==> config.mk <==
export PLATFORM = sky130hd
export DESIGN_NAME = image_streamer_flat
export DESIGN_NICKNAME = d
export VERILOG_FILES = /design/src/rtl/image_streamer_pkg.sv /design/src/rtl/image_streamer_if.sv /design/src/rtl/fifo_2deep.sv /design/src/rtl/image_streamer.sv /design/src/flat_wrapper.sv
export SDC_FILE = /design/constraint.sdc
export NUM_CORES = 1
export LEC_CHECK = 0
export CELL_PAD_IN_SITES_DETAIL_PLACEMENT = 1
export CELL_PAD_IN_SITES_GLOBAL_PLACEMENT = 2
export CORE_MARGIN = 5
export CORE_UTILIZATION = 29
export DETAILED_ROUTE_END_ITERATION = 10
export GPL_TIMING_DRIVEN = 0
export PLACE_DENSITY = 0.84
export SETUP_SLACK_MARGIN = 0.05
export SYNTH_ARGS = -nofsm -noshare
export SYNTH_HDL_FRONTEND = slang
export SYNTH_SLANG_ARGS = --single-unit
==> constraint.sdc <==
create_clock -name clk_i -period 3.4 [get_ports clk_i]
set_clock_uncertainty 0.05 [all_clocks]
set_input_delay 0.85 -clock clk_i [delete_from_list [all_inputs] [get_ports clk_i]]
set_output_delay 0.85 -clock clk_i [all_outputs]
set_load 0.005 [all_outputs]
==> src/rtl/image_streamer_pkg.sv <==
// rtl/image_streamer_pkg.sv - shared constants and FSM encoding for the image streamer
package image_streamer_pkg;

  localparam int ROM_IMAGE_WIDTH   = 8;
  localparam int ROM_IMAGE_DEPTH_W = 8;
  localparam int IMAGE_COLS        = 4;
  localparam int IMAGE_ROWS        = 3;

  typedef enum logic [1:0] {ST_IDLE, ST_RUN, ST_DRAIN} img_stream_state_e;

endpackage

==> src/rtl/image_streamer_if.sv <==
// rtl/image_streamer_if.sv - pixel stream with frame/line markers
interface image_streamer_if import image_streamer_pkg::*; #(
  parameter int WIDTH = ROM_IMAGE_WIDTH
) ();

  logic             valid;
  logic             ready;
  logic [WIDTH-1:0] data;
  logic             sof;
  logic             eol;
  logic             eof;

  modport master (output valid, data, sof, eol, eof, input ready);
  modport slave  (input valid, data, sof, eol, eof, output ready);

endinterface

==> src/rtl/fifo_2deep.sv <==
// rtl/fifo_2deep.sv - two-entry FIFO with a registered head word
module fifo_2deep #(
  parameter int WIDTH = 8
) (
  input  logic             clk_i,
  input  logic             rst_i,
  input  logic             push_i,
  input  logic [WIDTH-1:0] data_i,
  input  logic             pop_i,
  output logic [WIDTH-1:0] head_o,
  output logic [1:0]       count_o
);

  logic [WIDTH-1:0] tail;

  // Caller guarantees no push when full and no pop when empty.
  always_ff @(posedge clk_i or posedge rst_i) begin
    if (rst_i) begin
      head_o  <= '0;
      tail    <= '0;
      count_o <= 2'd0;
    end else begin
      case ({push_i, pop_i})
        2'b10: begin
          if (count_o == 2'd0) head_o <= data_i;
          else                 tail   <= data_i;
          count_o <= count_o + 2'd1;
        end
        2'b01: begin
          head_o  <= tail;
          count_o <= count_o - 2'd1;
        end
        2'b11: begin
          if (count_o == 2'd1) begin
            head_o <= data_i;
          end else begin
            head_o <= tail;
            tail   <= data_i;
          end
        end
        default: ;
      endcase
    end
  end

endmodule

==> src/rtl/image_streamer.sv <==
// rtl/image_streamer.sv - walks rom_image from a base address and streams pixels with frame markers
module image_streamer import image_streamer_pkg::*; #(
  parameter int WIDTH    = ROM_IMAGE_WIDTH,
  parameter int ADDR_W   = ROM_IMAGE_DEPTH_W,
  parameter int IMG_COLS = IMAGE_COLS,
  parameter int IMG_ROWS = IMAGE_ROWS
) (
  input  logic              clk_i,
  input  logic              rst_i,
  input  logic              start_i,
  input  logic [ADDR_W-1:0] base_addr_i,
  output logic              busy_o,
  output logic              done_o,
  output logic              rom_rd_en_o,
  output logic [ADDR_W-1:0] rom_addr_o,
  input  logic [WIDTH-1:0]  rom_data_i,
  image_streamer_if.master  m
);

  localparam int N     = IMG_COLS * IMG_ROWS;
  localparam int CNT_W = $clog2(N + 1);
  localparam int COL_W = (IMG_COLS > 1) ? $clog2(IMG_COLS) : 1;
  localparam int ROW_W = (IMG_ROWS > 1) ? $clog2(IMG_ROWS) : 1;

  img_stream_state_e state;
  logic [ADDR_W-1:0] base;
  logic [CNT_W-1:0]  rd_cnt;
  logic              inflight;
  logic [COL_W-1:0]  col;
  logic [ROW_W-1:0]  row;
  logic [1:0]        fifo_cnt;
  logic [2:0]        used;
  logic              pop;
  logic              last_col;
  logic              last_row;

  assign pop      = m.valid & m.ready;
  assign last_col = (col == COL_W'(IMG_COLS - 1));
  assign last_row = (row == ROW_W'(IMG_ROWS - 1));

  // Credits count both buffered words and the word still coming out of the ROM.
  assign used        = {1'b0, fifo_cnt} + {2'b00, inflight} - {2'b00, pop};
  assign rom_rd_en_o = (state == ST_RUN) && (rd_cnt < CNT_W'(N)) && (used < 3'd2);
  assign rom_addr_o  = base + ADDR_W'(rd_cnt);

  fifo_2deep #(.WIDTH(WIDTH)) u_fifo (
    .clk_i   (clk_i),
    .rst_i   (rst_i),
    .push_i  (inflight),
    .data_i  (rom_data_i),
    .pop_i   (pop),
    .head_o  (m.data),
    .count_o (fifo_cnt)
  );

  assign m.valid = (fifo_cnt != 2'd0);
  assign m.sof   = m.valid && (col == '0) && (row == '0);
  assign m.eol   = m.valid && last_col;
  assign m.eof   = m.valid && last_col && last_row;

  always_ff @(posedge clk_i or posedge rst_i) begin
    if (rst_i) begin
      state    <= ST_IDLE;
      base     <= '0;
      rd_cnt   <= '0;
      inflight <= 1'b0;
      col      <= '0;
      row      <= '0;
      busy_o   <= 1'b0;
      done_o   <= 1'b0;
    end else begin
      inflight <= rom_rd_en_o;
      done_o   <= 1'b0;
      if (rom_rd_en_o) rd_cnt <= rd_cnt + 1'b1;
      if (pop) begin
        if (last_col) begin
          col <= '0;
          row <= last_row ? '0 : row + 1'b1;
        end else begin
          col <= col + 1'b1;
        end
      end
      case (state)
        ST_IDLE: begin
          if (start_i) begin
            base   <= base_addr_i;
            rd_cnt <= '0;
            col    <= '0;
            row    <= '0;
            busy_o <= 1'b1;
            state  <= ST_RUN;
          end
        end
        ST_RUN: begin
          if (rom_rd_en_o && (rd_cnt == CNT_W'(N - 1))) state <= ST_DRAIN;
        end
        ST_DRAIN: begin
          // Stay in DRAIN during the done cycle so a coincident start is ignored.
          if (done_o) begin
            state <= ST_IDLE;
          end else if (pop && m.eof) begin
            done_o <= 1'b1;
            busy_o <= 1'b0;
          end
        end
        default: state <= ST_IDLE;
      endcase
    end
  end

endmodule

==> src/flat_wrapper.sv <==
// flat-port wrapper written by rule: the top's interface ports become plain ports
module image_streamer_flat import image_streamer_pkg::*;
#(
  parameter int WIDTH    = ROM_IMAGE_WIDTH,
  parameter int ADDR_W   = ROM_IMAGE_DEPTH_W,
  parameter int IMG_COLS = IMAGE_COLS,
  parameter int IMG_ROWS = IMAGE_ROWS
)
  (clk_i, rst_i, start_i, base_addr_i, busy_o, done_o, rom_rd_en_o, rom_addr_o, rom_data_i, m_valid, m_data, m_sof, m_eol, m_eof, m_ready);
  image_streamer_if #(.WIDTH(WIDTH)) m_i ();
  input  logic clk_i;
  input  logic rst_i;
  input  logic start_i;
  input  logic [ADDR_W-1:0] base_addr_i;
  output logic busy_o;
  output logic done_o;
  output logic rom_rd_en_o;
  output logic [ADDR_W-1:0] rom_addr_o;
  input  logic [WIDTH-1:0] rom_data_i;
  output wire logic [$bits(m_i.valid)-1:0] m_valid;
  output wire logic [$bits(m_i.data)-1:0] m_data;
  output wire logic [$bits(m_i.sof)-1:0] m_sof;
  output wire logic [$bits(m_i.eol)-1:0] m_eol;
  output wire logic [$bits(m_i.eof)-1:0] m_eof;
  input wire logic [$bits(m_i.ready)-1:0] m_ready;
  assign m_valid = m_i.valid;
  assign m_data = m_i.data;
  assign m_sof = m_i.sof;
  assign m_eol = m_i.eol;
  assign m_eof = m_i.eof;
  assign m_i.ready = m_ready;
  image_streamer #(.WIDTH(WIDTH), .ADDR_W(ADDR_W), .IMG_COLS(IMG_COLS), .IMG_ROWS(IMG_ROWS)) u_core (.clk_i(clk_i), .rst_i(rst_i), .start_i(start_i), .base_addr_i(base_addr_i), .busy_o(busy_o), .done_o(done_o), .rom_rd_en_o(rom_rd_en_o), .rom_addr_o(rom_addr_o), .rom_data_i(rom_data_i), .m(m_i));
endmodule
Word-level counts from Yosys, hierarchy flattened
Cells that the tools add are included.

Register bits: 39. Input port bits: 20. Output and inout bits: 23. Word-level logic and storage cells: 91.

Add/subtract/negate cells: 8. $lt $le $gt $ge: 2. Eq/ne operators: 17. Muxes and demuxes: 30. Bitwise gates (word level): 1. Reductions and logical operators: 22.

Operator list (number): 8-bit two-way mux (4); 2-bit two-way mux (12); 8-bit one-hot mux with 3 select lines (1); 8-bit one-hot mux with 2 select lines (1); 4-bit two-way mux (3); 2-bit != test, second input constant (6); 2-bit == test, second input constant (5); 8-bit by 4-bit adder with 8-bit output (1); 1-bit logical AND (8); 2-bit logical NOT (4); 2-bit nonzero test (4); 2-bit by 1-bit adder with 2-bit output, second input constant (3); 2-bit by 1-bit == test with 1-bit output, second input constant (3); 1-bit two-way mux (6); 2-bit one-hot mux with 3 select lines (1); 3-bit AND reduction (2); 4-bit by 1-bit adder with 4-bit output, second input constant (1); 4-bit == test, second input constant (1); 4-bit less-than comparator, second input constant (1); 2-bit by 1-bit != test with 1-bit output, second input constant (2); 2-bit one-hot mux with 2 select lines (1); 2-bit AND reduction (2); 4-bit AND reduction (1); 2-bit by 1-bit adder with 3-bit output (1); other kinds (6) (6).

Depth between registers and ports, before layout
Gate-level depths: netlist (run 1).

Word-level depth: 8. Mapped depth: 11. Depth with buffers taken out: 10.

By module
Synthesis (run 1) repeated with hierarchy kept, for this count alone.

Cells, all modules: 202. Area, all modules: 2127.0 um^2.

Modules (own cells, without submodules): image_streamer (instances 1, cells each 114, area each 1187.4 um^2, seq. area each 525.5 um^2); fifo_2deep (instances 1, cells each 88, area each 939.7 um^2, seq. area each 450.4 um^2).

Worst setup path before layout (run 1)
No wires, ideal clock.

Kind: input to output. Start: input port m_ready. End: output port rom_rd_en_o. Data arrival time: 2.553 ns. Data required time: 2.500 ns. Slack: -0.053 ns. Stages: 8. Path buffers: 1. Cells stage by stage: nor2b_2 -> buf_6 -> ha_1 -> nand2b_1 -> fa_1 -> xnor2_1 -> nand4_1 -> inv_1.

Cells in the longest elaborated chain, start to end: 4.

RTL lines: start: declaration (RTL line flat_wrapper.sv:25) `input wire logic [$bits(m_i.ready)-1:0] m_ready;`; 1-bit AND (RTL line image_streamer.sv:37) `assign pop = m.valid & m.ready;`; 3-bit by 1-bit subtractor with 3-bit output (RTL line image_streamer.sv:42) `assign used = {1'b0, fifo_cnt} + {2'b00, inflight} - {2'b00, pop};`; 3-bit by 2-bit less-than comparator with 1-bit output (RTL line image_streamer.sv:43) `assign rom_rd_en_o = (state == ST_RUN) && (rd_cnt < CNT_W'(N)) && (used < 3'd2);`; 1-bit logical AND (RTL line image_streamer.sv:43); end: declaration (RTL line flat_wrapper.sv:17) `output logic rom_rd_en_o;`.

No other way between the ends.

Final worst setup path (run 1)
Ends and elaborated chain as after synthesis.

==> summary.txt, run 1 <==
Run status
  – Status: finished, final reports clean

Finish
  – Final instance count without filler cells: 328
  – Layout cells sized above 1: 25.8%
  – Nets: 281
  – Antenna diode count: 0
  – Layout area overhead: 41.3%
  – Filler cells: 769

Timing
  – Relative slew margins: 45.4%
  – Final hold violation count: 0
  – Unrepaired setup endpoints after global routing: yes
  – Tmin final: 3.36 ns
  – F_max: 298 MHz
  – Slew @ Worst Pin: 0.818 ns
  – Setup TNS: 0 ns
  – Fin. max-slew vios: 0
  – Final period util: 98.8%
  – Final worst slack: 0.0397 ns
  – Final setup fails: 0

Placement
  – Placed cells: 303
  – Port Buffers: 42
  – Worst slack, placed: -1.06 ns
  – Detailed Place HPWL: 3260 um
  – Final RePlAce weighted congestion: 0.713

CTS
  – CTS clock-pin slew for the worst setup and hold paths: 0.07 ns
  – Root Driver: clkbuf_8
  – Clock sink count: 39
  – CTS tree: yes
  – Clk_lat worst skew: 0.29 ns
  – CTS buffer count: 5
  – H-tree Lvls: 2
  – CTS max path bufs: 2
  – Hold_buf cts: 0

Pwr
  – Clock network power share: 13.1%
  – Switching share of power: 35.2%
  – NetSw: 1.08 mW
  – Gate power share: 59.8%
  – Max IR drop VDD: 455 uV
  – Total power: 3.08 mW
  – Pleak: 1.26 nW
  – Cell area power density: 1090 mW/mm^2
  – Int Power: 1.99 mW
  – Flop pwr share: 27.1%

Synthesis
  – Post-Syn Area per Cell: 11.1 sq um
  – Most used DFF post-synth: dfrtp_1
  – Synth top area share: 48.7%
  – Synth Area in Adders: 9.49%
  – Async SR Flop Fraction: 100%
  – Largest family of logic cells by synthesized area: compound AO/OA/AOI/OAI gates
  – Post-synth EDFFs: 0
  – Cell count after synthesis: 181
  – Synthesized net count: 215
  – Portion of netlist area occupied by mux cells: 8.93%
  – Yosys warning total: 0
  – Netlist cell types: 40
  – Post-Synth Simple-Gate Area: 12.4%
  – Register bit total from synthesis: 39
  – Synth Cell Area: 0.00200 sq mm
  – Synth Area in Compound Gates: 12.4%
  – Sequential-to-total area share from yosys stat: 48.7%
  – Largest cells by area after synthesis: dfrtp_1 49%, mux2_2 8.4%, ha_1 7.5%, xnor2_1 3.5%, nand2_1 3.2%
  – Xor and xnor area share after synthesis: 3.93%
  – Post-synth top area cell: dfrtp_1

GRT
  – Vias in the first global route: 1,704
  – Total track usage: 12.3%
  – First-pass GRT wire length: 8360 um
  – Remaining global-route overflow: 0
  – Initial antenna violation count: 0
  – Largest net degree at the start of global routing: 40

Drt
  – DRT antenna net count: 0
  – Drt first pass iters: 4
  – Total wire length: 4920 um
  – DRC viols: 0
  – Starting DRT DRC Count: 38
  – Via count: 1,547
  – Vias/cell: 4.72
  – Routed len/inst: 15.0 um

Floorplanning
  – IO Pins: 43
  – Initial Util: 29.7%
  – Die Ht: 93.1 um
  – Num rows: 30
  – Die area: 0.00867 sq mm
  – Core box area: 0.00676 sq mm
  – Die Wd: 93.1 um

Critical path
  – Largest stage delay, worst path: 0.35 ns
  – CP Class: in -> out
  – CP max stage cell: fa_2
  – Startpoint types: input pin
  – Largest delay contributor family on the critical path: adder cells
  – Worst Path Required: 2.50 ns
  – CP Cell Sequence: buf_6 > nor2b_4 > ha_4 > nand2b_4 > fa_2 > xnor2_2 > nand4_1 > buf_4 > inv_4 > buf_6
  – Origin of the critical flop-to-flop path: u_core.u_fifo.count_o[0]
  – Most frequent cell on the critical path: buf_6
  – Cells on worst reg2reg path: 18
  – Buf/Inv on CP: 4
  – Setup crit end kind: output port
  – R2R setup slack: 0.19 ns
  – Reg-to-Reg End: u_core.rd_cnt[0]
  – CP arrival: 2.46 ns
  – Crit-path max FO: 2

Worst hold path
  – End of the worst hold path: u_core.u_fifo.head_o[0]
  – Worst hold path depth: 2
  – Hold Crit Start: u_core.u_fifo.head_o[0]
  – Min-Delay Path Class: reg -> reg

Flow run
  – Maxcap violations: 0
## placed cells by master, fill, tap and decap left out, drive strengths merged, types with 4 or more instances in the layout
master,Yosys,layout
nor2b,5,5
clkbuf,0,6
o21ai,13,13
nand2,18,18
inv,15,15
nor2,9,9
a21oi,5,5
nor3b,4,4
a22oi,8,8
ha,12,12
xnor2,8,8
buf,4,23
mux2,15,15
dfrtp,39,39
clkdlybuf4s50,0,38
## registers in the layout, indices dropped and copies added, names as in the netlist
name	flops
u_core.base	8
u_core.busy_o	1
u_core.col	2
u_core.done_o	1
u_core.inflight	1
u_core.rd_cnt	4
u_core.row	2
u_core.state	2
u_core.u_fifo.count_o	2
u_core.u_fifo.head_o	8
u_core.u_fifo.tail	8
## per-stage QoR
| stage | area [sq um] | hold WS (ns) | utilization [%] |
|---|---|---|---|
| final | 2830 | 0.434 | 41.9 |
| after global routing | 2830 | 0.479 | 41.9 |
| after CTS | 2840 | 0.443 | 42.1 |
| after detailed placement | 2530 | 0.426 | 37.5 |
| after global placement | 2530 | 0.415 | 37.5 |
| after floorplan | 2010 | 0.421 | - |
## area by class of cell
type,instances,area [sq um],area share [%]
clock inverters,2,35.0,1.24
plain buffers,3,17.5,0.618
well taps,80,100,3.53
flip-flops and latches,39,978,34.5
multi-input cells,123,1000,35.3
clock buffers,6,82.6,2.92
inverters,15,58.8,2.08
repair buffers,60,559,19.7
## cells in the mapped netlist, drive strengths merged, types with 2 or more instances
cell,count
a21o,2
o211ai,2
fa,2
ha,12
nor3,2
nor2b,5
o21ai,13
nor2,9
mux2,15
xnor2,8
nand2,18
a21oi,5
nor3b,4
and3,2
a211oi,2
dfrtp,39
inv,15
nand4,2
a22oi,8
buf,4
## layer usage
layer / GRT usage, % / up-vias / share of wire, %
li1: - / 753 / -
met4: 3.79 / 0 / 1.5
met2: 21.4 / 30 / 51
met5: 0 / - / 0
met1: 14.2 / 755 / 42
met3: 4.26 / 9 / 5.0
## kinds of logic (layout without fill, tap and decap cells)
logic type / Yosys count / in the layout
XOR/XNOR: 9 / 9
AO/OA/AOI/OAI: 36 / 36
adder cells (fa/ha/maj): 14 / 14
multiplexers: 16 / 16
AND/OR/NAND/NOR: 48 / 48
buffers and inverters: 19 / 86
flip-flops: 39 / 39
## worst reg2reg max path, stage by stage (launching register included)
cell	delay, ns
dfrtp_2	0.36
inv_1	0.06
ha_4	0.17
nor2b_4	0.16
ha_4	0.23
nand2b_4	0.14
fa_2	0.35
xnor2_2	0.18
nand4_1	0.15
buf_4	0.17
buf_4	0.12
buf_4	0.12
buf_4	0.12
buf_4	0.12
buf_4	0.12
buf_4	0.12
buf_4	0.14
xor2_2	0.17
nor2_1	0.10
## power groups by stage
stage,clock (mW),combinational [mW],sequential [mW]
final,0.403,1.84,0.834
after global routing,0.442,2.03,0.870
after CTS,0.415,1.83,0.834
after detailed placement,0,1.41,0.856
after global placement,0,1.38,0.846
after floorplan,0,0.846,0.818
## how the worst max path moves through the flow
stage | start | end | cells after the start
finish | m_ready | rom_rd_en_o | 10
global route | m_ready | rom_rd_en_o | 10
floorplan | m_ready | rom_rd_en_o | 7
CTS | m_ready | rom_rd_en_o | 11
global placement | m_ready | rom_rd_en_o | 10
detailed placement | m_ready | rom_rd_en_o | 10
## repair_timing
action	4_1_cts	5_1_grt
resized for setup	21	3
setup buffers	21	0
endpoints found under the setup margin	2	4
pin swaps	6	7
endpoints found under the hold margin	0	0
No activity file was read; power rests on OpenSTA's default activity.
==> run 2: changes to the inputs <==
--- a/config.mk
+++ b/config.mk
@@ -5,6 +5,7 @@
 export SDC_FILE = /design/constraint.sdc
 export NUM_CORES = 1
 export LEC_CHECK = 0
+export ABC_CLOCK_PERIOD_IN_PS = 3400
 export CELL_PAD_IN_SITES_DETAIL_PLACEMENT = 1
 export CELL_PAD_IN_SITES_GLOBAL_PLACEMENT = 2
 export CORE_MARGIN = 5
==> results of run 2 <==
No change in the layout: final DEF, timing and power equal those of run 1.
==> run 3: changes to the inputs <==
--- a/config.mk
+++ b/config.mk
@@ -5,15 +5,15 @@
 export SDC_FILE = /design/constraint.sdc
 export NUM_CORES = 1
 export LEC_CHECK = 0
-export ABC_CLOCK_PERIOD_IN_PS = 3400
+export ABC_CLOCK_PERIOD_IN_PS = 3260
 export CELL_PAD_IN_SITES_DETAIL_PLACEMENT = 1
 export CELL_PAD_IN_SITES_GLOBAL_PLACEMENT = 2
 export CORE_MARGIN = 5
-export CORE_UTILIZATION = 29
+export CORE_UTILIZATION = 32
 export DETAILED_ROUTE_END_ITERATION = 10
 export GPL_TIMING_DRIVEN = 0
-export PLACE_DENSITY = 0.84
-export SETUP_SLACK_MARGIN = 0.05
+export PLACE_DENSITY = 0.88
+export SETUP_SLACK_MARGIN = 0.5
 export SYNTH_ARGS = -nofsm -noshare
 export SYNTH_HDL_FRONTEND = slang
 export SYNTH_SLANG_ARGS = --single-unit
==> constraint.sdc (replaced) <==
create_clock -name clk_i -period 3.26 [get_ports clk_i]
set_clock_uncertainty 0.05 [all_clocks]
set_input_delay 0.815 -clock clk_i [delete_from_list [all_inputs] [get_ports clk_i]]
set_output_delay 0.815 -clock clk_i [all_outputs]
set_load 0.005 [all_outputs]
==> run 3 against run 2 <==
  * Highest routed layer unchanged
  * Total power grew 24%
  * Sequential power grew 7.6%
  * Core utilization grew 9.9 points
  * Critical path depth grew 10
  * Sequential cell count is the same
  * Cell count grew 5.8%
  * The run now ends with setup timing left
  * Critical path type is now in -> reg
==> summary.txt, run 3 (same netlist as run 1, synthesis figures left out) <==
Run status
  – Status: finished, violations left
  – Failing checks: setup timing

GRT
  – Vias in the first global route: 1,912
  – Total track usage: 15.7%
  – First-pass GRT wire length: 9390 um
  – Remaining global-route overflow: 0
  – Initial antenna violation count: 0
  – Largest net degree at the start of global routing: 40

CTS
  – Root Driver: clkbuf_8
  – CTS tree: yes
  – CTS buffer count: 5
  – H-tree Lvls: 2
  – Clk_lat worst skew: 0.29 ns
  – Clock sink count: 39
  – CTS clock-pin slew for the worst setup and hold paths: 0.08 ns
  – CTS max path bufs: 2

Finish
  – Area of the multi-input gates: 0.00107 sq mm
  – FF/Latch Area: 978 sq um
  – Layout cells sized above 1: 39.3%
  – Nets: 305
  – Commonest non-fill, non-tap cell in the layout: dfrtp_1
  – Filler cells: 658
  – Final instance count without filler cells: 347
  – Layout area overhead: 54.9%
  – Commonest non-fill, non-tap cells in the layout: 37 x dfrtp_1, 31 x clkdlybuf4s50_1, 24 x buf_4
  – Antenna diode count: 0
  – End-of-flow core utilization: 51.8%
  – Biggest regs: u_core.base: 8 flops, u_core.u_fifo.head_o: 8 flops, u_core.u_fifo.tail: 8 flops

Timing
  – Final hold violation count: 0
  – Tmin final: 3.54 ns
  – Relative slew margins: 41.9%
  – Fin Hold WS: 0.430 ns
  – Final period util: 109%
  – Final setup fails: 3
  – Slew @ Worst Pin: 0.871 ns
  – Fin. max-slew vios: 0
  – Setup TNS: -0.642 ns
  – Unrepaired setup endpoints after global routing: yes
  – F_max: 282 MHz
  – Final worst slack: -0.282 ns

Floorplanning
  – Die Ht: 89.1 um
  – Die area: 0.00795 sq mm
  – Initial Util: 33.5%
  – Core box area: 0.00599 sq mm
  – Die Wd: 89.1 um
  – Num rows: 28
  – IO Pins: 43

Critical path
  – Startpoint types: input pin
  – CP Class: in -> reg
  – Setup crit end kind: flip-flop
  – CP arrival: 3.67 ns
  – Crit-path max FO: 3
  – Worst Path Required: 3.38 ns

Pwr
  – Cell area power density: 1230 mW/mm^2
  – Total power: 3.82 mW
  – Pleak: 1.42 nW
  – Max IR drop VDD: 536 uV

Drt
  – DRT antenna net count: 0
  – Drt first pass iters: 4
  – Via count: 1,671
  – Routed len/inst: 18.6 um
  – Starting DRT DRC Count: 73
  – Total wire length: 6440 um
  – Vias/cell: 4.82
  – DRC viols: 0

Placement
  – Port Buffers: 42
  – Final RePlAce weighted congestion: 0.680
  – Detailed Place HPWL: 3310 um
  – Placed cells: 298

Flow run
  – Maxcap violations: 0

Worst hold path
  – Min-Delay Path Class: reg -> reg
## run 3: changes by cell type in the layout (fill, tap and decap cells not counted), sizes merged
cell,delta
buf,+29
bufinv,-1
clkbuf,+3
clkdlybuf4s50,-7
clkinv,-1
dlygate4sd2,+1
## run 3: power breakdown
| group | switching [mW] | total, mW | internal [mW] |
|---|---|---|---|
| logic | 1.06 | 2.56 | 1.50 |
| registers | 0.187 | 0.897 | 0.710 |
| clock network | 0.169 | 0.362 | 0.193 |
## run 3: timing repair
action / in CTS / in global routing
setup buffers: 29 / 12
hold buffers: 0 / 0
pin swaps: 13 / 22
gates resized for setup: 50 / 32
cloned: 0 / 0
hold endpoints to repair: 0 / 0
endpoints found under the setup margin: 16 / 13
## run 3: per-stage QoR
stage               setup WS (ns)  area, sq um
finish                     -0.282         3110
global route               -0.339         3110
CTS                        -0.125         2930
detailed placement          -1.03         2550
global placement           -0.984         2550
floorplan                   0.132         2040
## run 3: final timing paths
check                      cells past startpoint  slack (ns)                startpoint                       end
setup / recovery                              20       -0.28                   m_ready          u_core.rd_cnt[1]
hold / removal                                 2        0.43   u_core.u_fifo.head_o[2]   u_core.u_fifo.head_o[2]
min in group asynchronous                      2        0.98                     rst_i   u_core.u_fifo.head_o[2]
hold reg to reg                                2        0.43   u_core.u_fifo.head_o[2]   u_core.u_fifo.head_o[2]
setup reg to reg                              21       -0.26  u_core.u_fifo.count_o[0]          u_core.rd_cnt[1]
max in group asynchronous                      2        1.58                     rst_i  u_core.u_fifo.count_o[0]
## run 3: area by class of cell
class	instances	area share (%)
plain buffers	4	0.927
clock buffers	8	3.22
inverters	15	2.05
multi-input cells	123	34.5
flip-flops and latches	39	31.5
well taps	75	3.02
repair buffers	83	24.7
## run 3: layer usage
metal | global-route usage (%) | part of all wire (%)
met5 | 0 | 0
met4 | 6.50 | 1.2
met3 | 3.04 | 3.8
met2 | 28.1 | 54
met1 | 18.2 | 41
## run 3: worst max-delay path: stages
cell	delay [ns]
buf_6	0.09
nor2b_4	0.11
buf_6	0.12
ha_4	0.21
nand2b_4	0.14
fa_2	0.56
nand4_1	0.12
buf_4	0.17
buf_6	0.11
buf_6	0.11
buf_6	0.11
buf_6	0.10
buf_6	0.10
buf_6	0.11
buf_6	0.10
buf_6	0.10
buf_6	0.10
buf_6	0.12
mux2i_2	0.20
nor2_1	0.08
